<file path="config.mk">
export PLATFORM = sky130hd
export DESIGN_NAME = mux2x1
export DESIGN_NICKNAME = d
export VERILOG_FILES = /design/src/rtl/mux2x1.sv
export SDC_FILE = /design/constraint.sdc
export NUM_CORES = 1
export LEC_CHECK = 0
export CORE_AREA = 3 3 40 42
export DETAILED_ROUTE_END_ITERATION = 12
export DIE_AREA = 0 0 43 45
export PLACE_DENSITY = 0.37
export SYNTH_ARGS = -nofsm -noshare
export SYNTH_HDL_FRONTEND = slang
export SYNTH_SLANG_ARGS = --single-unit
</file>
<file path="constraint.sdc">
create_clock -name clk -period 0.8 [get_ports clk]
set_input_delay 0.16 -clock clk [delete_from_list [all_inputs] [get_ports clk]]
set_output_delay 0.16 -clock clk [all_outputs]
set_load 0.05 [all_outputs]
</file>
<file path="src/rtl/mux2x1.sv">
// mux2x1: 2:1 word mux with a combinational output and a
// valid-qualified registered copy of the same selection.
//
// Ports:
//   clk       in   rising-edge clock for the registered path
//   rst       in   asynchronous active-high reset
//   a         in   [WIDTH] data picked when sel=0
//   b         in   [WIDTH] data picked when sel=1
//   sel       in   select: 0 -> a, 1 -> b
//   in_valid  in   qualifies capture into out_q
//   out       out  [WIDTH] combinational mux result
//   out_q     out  [WIDTH] registered mux result
//   out_valid out  one-cycle pulse after each capture
module mux2x1 #(
  parameter int unsigned      WIDTH   = 2,
  parameter logic [WIDTH-1:0] RST_VAL = '0
) (
  input  logic             clk,
  input  logic             rst,
  input  logic [WIDTH-1:0] a,
  input  logic [WIDTH-1:0] b,
  input  logic             sel,
  input  logic             in_valid,
  output logic [WIDTH-1:0] out,
  output logic [WIDTH-1:0] out_q,
  output logic             out_valid
);

  // Whole-word select; the registered path reuses it so
  // both outputs always agree on the chosen source.
  assign out = sel ? b : a;

  always_ff @(posedge clk or posedge rst) begin
    if (rst) begin
      out_q     <= RST_VAL;
      out_valid <= 1'b0;
    end else begin
      out_valid <= in_valid;
      if (in_valid) begin
        out_q <= out;
      end
    end
  end

endmodule

</file>
==> summary.txt, run 1 <==
Outcome
  • Status: finished, violations left
  • Failing checks: setup timing

Global route
  • GRT Overall Usage: 4.663%
  • Largest net degree at the start of global routing: 4
  • Total gr overflow: 0
  • Vias in the first global route: 183
  • First-pass GRT wire length: 607 um
  • Initial antenna violation count: 0

Worst setup path
  • CP arrival: roughly 0.8 ns
  • Bufs and invs on worst path: 1
  • Worst path depth: 1
  • Worst R2R End: out_q[0]
  • Crit. Startpoint: out_q[1]
  • Worst setup SP type: flop
  • WP data required: ~0.64 ns
  • FF-to-FF setup slack: -0.12 ns
  • Setup crit end: out_q[1]
  • R2r worst-path depth: 2
  • Crit path max fanout: 2
  • Critical path's slowest cell: dfrtp_2
  • Setup Crit Path Kind: reg2out
  • CP max stage delay: 0.41 ns
  • Top Family by Delay on Critical Path: flip-flops
  • Critical path cell sequence: buf_12
  • Worst setup EP type: primary output
  • Worst r2r src: out_q[0]

Pwr
  • Worst VDD drop: approximately 0.4 mV
  • Comb power frac: 38.1%
  • Static Leak: 0.1780 nW
  • P_int: between 500 and 600 uW
  • PwrDens: between 1500 and 2000 nW/um^2
  • Sw power: 205.4 uW
  • Sw Share: 28.71%
  • Clock power share: 35.9%
  • Sequential Power Share: 26.0%
  • Power, Total: about 720 uW

Routing
  • Total wire length: 342 um
  • Iteration-0 DRC Markers: 1
  • Drt wl/cell: 7.953 um
  • Post-route antenna net violation count: 0
  • First-pass DRT Iterations: 2
  • Via count: 139
  • Drt drc: 0
  • DR vias/cell: between 3 and 4

Timing
  • Fin crit share: 118.8%
  • Max Clk Rate: 1053 MHz
  • Pins Over Slew Limit: 0
  • Clock skew: 0 ns
  • Final hold viol count: 0
  • Finish-stage setup viols: 7
  • Min Tclk post-route: 0.9501 ns
  • WHS: around 0.10 ns
  • Worst-Margin Slew: 0.1586 ns
  • Slew margin rel.: about nine tenths
  • RSZ-0062 raised after global routing: yes
  • Setup TNS: -0.8031 ns
  • Setup ws final: -0.1501 ns

Floorplan
  • IO Count: 13
  • Die Area: 1935 sq um
  • Row count: 13
  • Initial core utilization: between 10 and 15%
  • Core area: around 1300 sq um
  • Chip Width: around 43 um
  • Die Y: 45 um

Layout
  • Area delta synth->final: 172.4%
  • Inserted Diodes: 0
  • Share of cells above drive strength 1: 82.14%
  • Final net count: 37

CTS
  • CTS max path bufs: 2
  • TritonCTS Buffers: 3
  • Root buf cell: clkbuf_4
  • Clock-pin transition on the worst setup and hold timing paths: 0.04 ns
  • Skew-Pair Late Insertion Delay: roughly 0.23 ns
  • Clk sinks: 3
  • CTS tree: yes
  • H-Tree Depth: 1

Logic synthesis
  • Net Count, Synth: 16
  • Post-synthesis area per instance: approximately 16 sq um
  • Flops & latches, synth: 3
  • Syn. warnings: 0
  • Netlist cell types: 4
  • Sequential share of the synthesized area: between 50% and 60%
  • Mapped Area: about 130 sq um
  • Post-Synthesis Cells: 8

Placement
  • Final estimated routing congestion in global placement: around 0.60
  • PortBufs: 12

Worst hold path
  • Type of the worst min-delay path: in2async

Run
  • Max-Cap Viols: 0
-- worst min path at each step --
stage / startpoint / endpoint / slack (ns) / cells past startpoint
finish: rst / out_valid / 0.10 / 2
CTS: rst / out_valid / 0.1 / 2
global route: rst / out_valid / 0.12 / 2
floorplan: rst / out_valid / -0.09 / 1
detailed placement: rst / out_valid / 0.34 / 2
global placement: rst / out_valid / 0.34 / 2
-- cells in the final DEF (no fill, tap or decap) --
| cell type | netlist | routed |
|---|---|---|
| dfrtp_2 | 0 | 2 |
| mux2_4 | 2 | 4 |
| dfrtp_1 | 3 | 1 |
| inv_1 | 1 | 1 |
| buf_2 | 0 | 4 |
| buf_8 | 0 | 2 |
| clkdlybuf4s50_1 | 0 | 2 |
| buf_6 | 0 | 1 |
| clkbuf_4 | 0 | 3 |
| buf_4 | 0 | 4 |
| buf_12 | 0 | 3 |
| clkbuf_1 | 0 | 1 |
-- cells in the mapped netlist --
master / number / area share [%]
dfrtp_1: 3 / 57
mux2_2: 2 / 17
mux2_4: 2 / 23
inv_1: 1 / 2.9
-- cell type report --
class                           instances  area (sq um)
Clock buffer                            4         26.28
Multi-Input combinational cell          4         60.06
Inverter                                1         3.754
Fill cell                             136         927.1
Sequential cell                         3         77.57
Tap cell                               15         18.77
Timing Repair Buffer                   16         171.4
-- through the flow --
step,utilization (%),std cells,cell area (sq um),setup slack [ns]
after floorplan,-,8,141.4,-0.1274
after global placement,23.76,35,305.3,-0.5707
after detailed placement,23.76,35,305.3,-0.5784
after CTS,27.85,43,357.8,-0.1618
after global routing,27.85,43,357.8,-0.1705
final,27.85,43,357.8,-0.1501
-- what timing repair did --
item / 4_1_cts / 5_1_grt
pin swaps: 0 / 0
resized for setup: 21 / 0
cloned: 0 / 0
hold buffers: 0 / 0
buffers inserted: 4 / 0
endpoints found under the setup margin: 7 / 7
-- flip-flops by register name, indices dropped and copies added, names as in the netlist --
signal / cells
out_valid: 1
out_q: 2
-- logic make-up after synthesis --
group / count (synthesis) / share of synthesized area [%]
mux: 4 / 40.00
flops: 3 / 57.14
buf+inv: 1 / 2.854
-- per-layer routing --
layer	part of all wire (%)	GRT usage, %
met2	52	8.383
met1	30	3.133
met3	18	1.195
met5	0	0
met4	0	7.229
-- power groups by stage --
stage	combinational (mW)	clock [mW]	sequential, mW
2_1_floorplan	0.0681	0	0.234
3_3_place_gp	0.241	0	0.189
3_5_place_dp	0.241	0	0.190
4_1_cts	0.276	0.270	0.186
5_1_grt	0.286	0.282	0.187
6_report	0.273	0.257	0.186
(Power assumes the default switching activity.)
==> run 2: changes to the inputs <==
--- a/config.mk
+++ b/config.mk
@@ -7,4 +7,5 @@
 export LEC_CHECK = 0
 export CORE_AREA = 3 3 40 42
+export CTS_CLUSTER_DIAMETER = 30
 export DETAILED_ROUTE_END_ITERATION = 12
 export DIE_AREA = 0 0 43 45
==> constraint.sdc (replaced) <==
create_clock -name clk -period 0.8 [get_ports clk]
set_input_delay 0.16 -clock clk [delete_from_list [all_inputs] [get_ports clk]]
set_output_delay 0.16 -clock clk [all_outputs]
set_load 0.005 [all_outputs]
==> run 2 against run 1 <==
Effect of this change:
- the run still ends with setup timing left
- setup slack better by 0.073 ns
- via count is 3.6% lower
- flip-flop and latch count did not move
- global-route usage fell by 0.16 points
- clock power barely moved
- clock-buffer cell count unchanged
- register-to-register slack better by 0.06 ns
- cell count stayed put
- maximum frequency increased by 8.4%
- worst hold slack improved by 0.0061 ns
- power decreased by 21%
==> summary.txt, run 2 (same netlist as run 1, synthesis figures left out) <==
Timing
  • Finish-stage setup viols: 7 (unchanged)
  • Final hold viol count: 0 (unchanged)
  • Max Clk Rate: 1141 MHz (+8.4%)
  • Clock skew: 0 ns (unchanged)
  • RSZ-0062 raised after global routing: yes
  • Setup ws final: -0.07666 ns (+0.07343 ns)
  • Fin crit share: 109.6% (-9.2 points)
  • Worst-Margin Slew: 0.1595 ns (+0.0009379 ns)
  • WHS: 0.1096 ns (+0.006119 ns)
  • Pins Over Slew Limit: 0 (unchanged)
  • Min Tclk post-route: 0.8767 ns (-0.07343 ns)
  • Slew margin rel.: 89.37% (about the same)

Worst setup path
  • Worst path depth: 1 (unchanged)
  • R2r worst-path depth: 2 (unchanged)
  • CP arrival: 0.72 ns (-0.07 ns)
  • CP max stage delay: 0.36 ns (-0.05 ns)
  • Bufs and invs on worst path: 1 (unchanged)
  • Critical path cell sequence: buf_2
  • WP data required: 0.64 ns (about the same)
  • Top Family by Delay on Critical Path: flip-flops
  • Worst setup SP type: flop
  • Worst setup EP type: primary output
  • Crit path max fanout: 2 (unchanged)
  • Critical path's slowest cell: dfrtp_1
  • Setup Crit Path Kind: reg2out

Layout
  • Inserted Diodes: 0 (unchanged)
  • Max reg flops: 2 (unchanged)
  • Largest Register: out_q
  • Register Area: 75.07 sq um (-3.2%)
  • Final net count: 37 (unchanged)
  • Filler cell count: 137 (+0.74%)
  • Share of cells above drive strength 1: 75.00% (-7.1 points)
  • Most common cell after layout, fill and taps aside: buf_2
  • Fin util: 23.76% (-4.1 points)
  • Largest regs: out_q (2), out_valid (1)
  • Area delta synth->final: 132.4%
  • Commonest non-fill, non-tap cells in the layout: buf_2, mux2_4, buf_4
  • Multi-input logic area: 60.06 sq um (unchanged)

Pwr
  • Static Leak: 0.1637 nW (-8.0%)
  • Comb power frac: 24.0% (-14 points)
  • Sw Share: 19.87% (-8.8 points)
  • Worst VDD drop: 0.3260 mV (-16%)
  • Sequential Power Share: 30.9% (+4.9 points)
  • Clock power share: 45.1% (+9.2 points)
  • Sw power: 112.0 uW (-45%)
  • P_int: 451.7 uW (-11%)
  • PwrDens: 1846 nW/um^2 (-7.6%)

Routing
  • Iteration-0 DRC Markers: 0 (-1)
  • Post-route antenna net violation count: 0 (unchanged)
  • Drt drc: 0 (unchanged)
  • DR vias/cell: 3.116 (-3.6%)
  • Via count: 134 (-3.6%)
  • Total wire length: 356 um (+4.1%)
  • First-pass DRT Iterations: 1 (-1)
  • Drt wl/cell: 8.279 um (+4.1%)

CTS
  • CTS tree: yes
  • TritonCTS Buffers: 3 (unchanged)
  • H-Tree Depth: 1 (unchanged)
  • Root buf cell: clkbuf_4
  • Skew-Pair Late Insertion Delay: 0.23 ns (about the same)
  • Clock-pin transition on the worst setup and hold timing paths: 0.03 ns (about the same)
  • CTS max path bufs: 2 (unchanged)
  • Clk sinks: 3 (unchanged)

Global route
  • Initial antenna violation count: 0 (unchanged)
  • Total gr overflow: 0 (unchanged)
  • Vias in the first global route: 157 (-14%)
  • First-pass GRT wire length: 614 um (+1.2%)
  • Largest net degree at the start of global routing: 4 (unchanged)
  • GRT Overall Usage: 4.500% (-0.16 points)

Outcome
  • Status: finished, violations left
  • Failing checks: setup timing

Floorplan
  • Core area: 1285 sq um (unchanged)
  • Row count: 13 (unchanged)
  • Chip Width: 43 um (unchanged)
  • Die Y: 45 um (unchanged)
  • Die Area: 1935 sq um (unchanged)
  • IO Count: 13 (unchanged)
  • Initial core utilization: 10.22% (unchanged)

Placement
  • Final estimated routing congestion in global placement: 0.6203 (+3.4%)
  • PortBufs: 12 (unchanged)
  • Dpl ws: -0.8101 ns (-0.2317 ns)
  • DPL Wire Length: 282 um

Run
  • Max-Cap Viols: 0 (unchanged)

Worst hold path
  • Type of the worst min-delay path: in2async
==> run 2: changes by cell type in the layout (fill, tap and decap cells not counted), moves of 2 or more <==
cell	change
buf_12	-3
buf_2	+3
dfrtp_1	+2
dfrtp_2	-2
==> run 2: path summary, 6_finish.rpt <==
path	start	to	slack, ns
hold / removal	rst	out_valid	0.11
hold reg to reg	out_q[0]	out_q[0]	0.58
setup reg to reg	out_q[1]	out_q[1]	-0.06
setup / recovery	out_q[1]	out_q[1]	-0.08
max in group asynchronous	rst	out_q[0]	0.56
min in group clk	in_valid	out_valid	0.27
==> run 2: routing by layer <==
layer  global-route usage, %  vias up  part of all wire [%]
met5                       0        -                     0
met4                   7.229        0                     0
met3                  0.7968        0                    13
met2                   6.287       11                    46
met1                   4.589       57                    41
li1                        -       66                     -
==> run 2: timing repair <==
action | 4_1_cts | 5_1_grt
setup endpoints to repair | 7 | 7
buffers inserted | 0 | 0
cloned | 0 | 0
resized for setup | 40 | 1
hold buffers | 0 | 0
==> run 2: cell type report <==
type                       instances  share of cell area [%]
multi-input combinational          4                   19.67
timing repair buffer              16                   39.75
clock buffer                       4                   8.607
tap                               15                   6.148
sequential                         3                   24.59
inverter                           1                   1.230
==> run 2: power groups by stage <==
stage	Clock [mW]	Sequential, mW	Combinational, mW
finish	0.254	0.174	0.135
global route	0.272	0.176	0.147
CTS	0.267	0.174	0.136
detailed placement	0	0.176	0.158
global placement	0	0.177	0.157
floorplan	0	0.178	0.0395
==> run 2: worst reg2reg max path: stages (launching register included) <==
cell     delay, ns
dfrtp_1       0.36
buf_4         0.13
mux2_4        0.25
==> run 2: per-stage QoR <==
| stage | total power, mW | cells | instance area [sq um] | setup TNS, ns |
|---|---|---|---|---|
| floorplan | 0.2178 | 8 | 138.9 | -0.04277 |
| global placement | 0.3338 | 39 | 307.8 | -3.541 |
| finish | 0.5637 | 43 | 305.3 | -0.3930 |
| global route | 0.5952 | 43 | 305.3 | -0.5343 |
| CTS | 0.5771 | 43 | 301.5 | -0.4392 |
| detailed placement | 0.3344 | 39 | 307.8 | -3.521 |
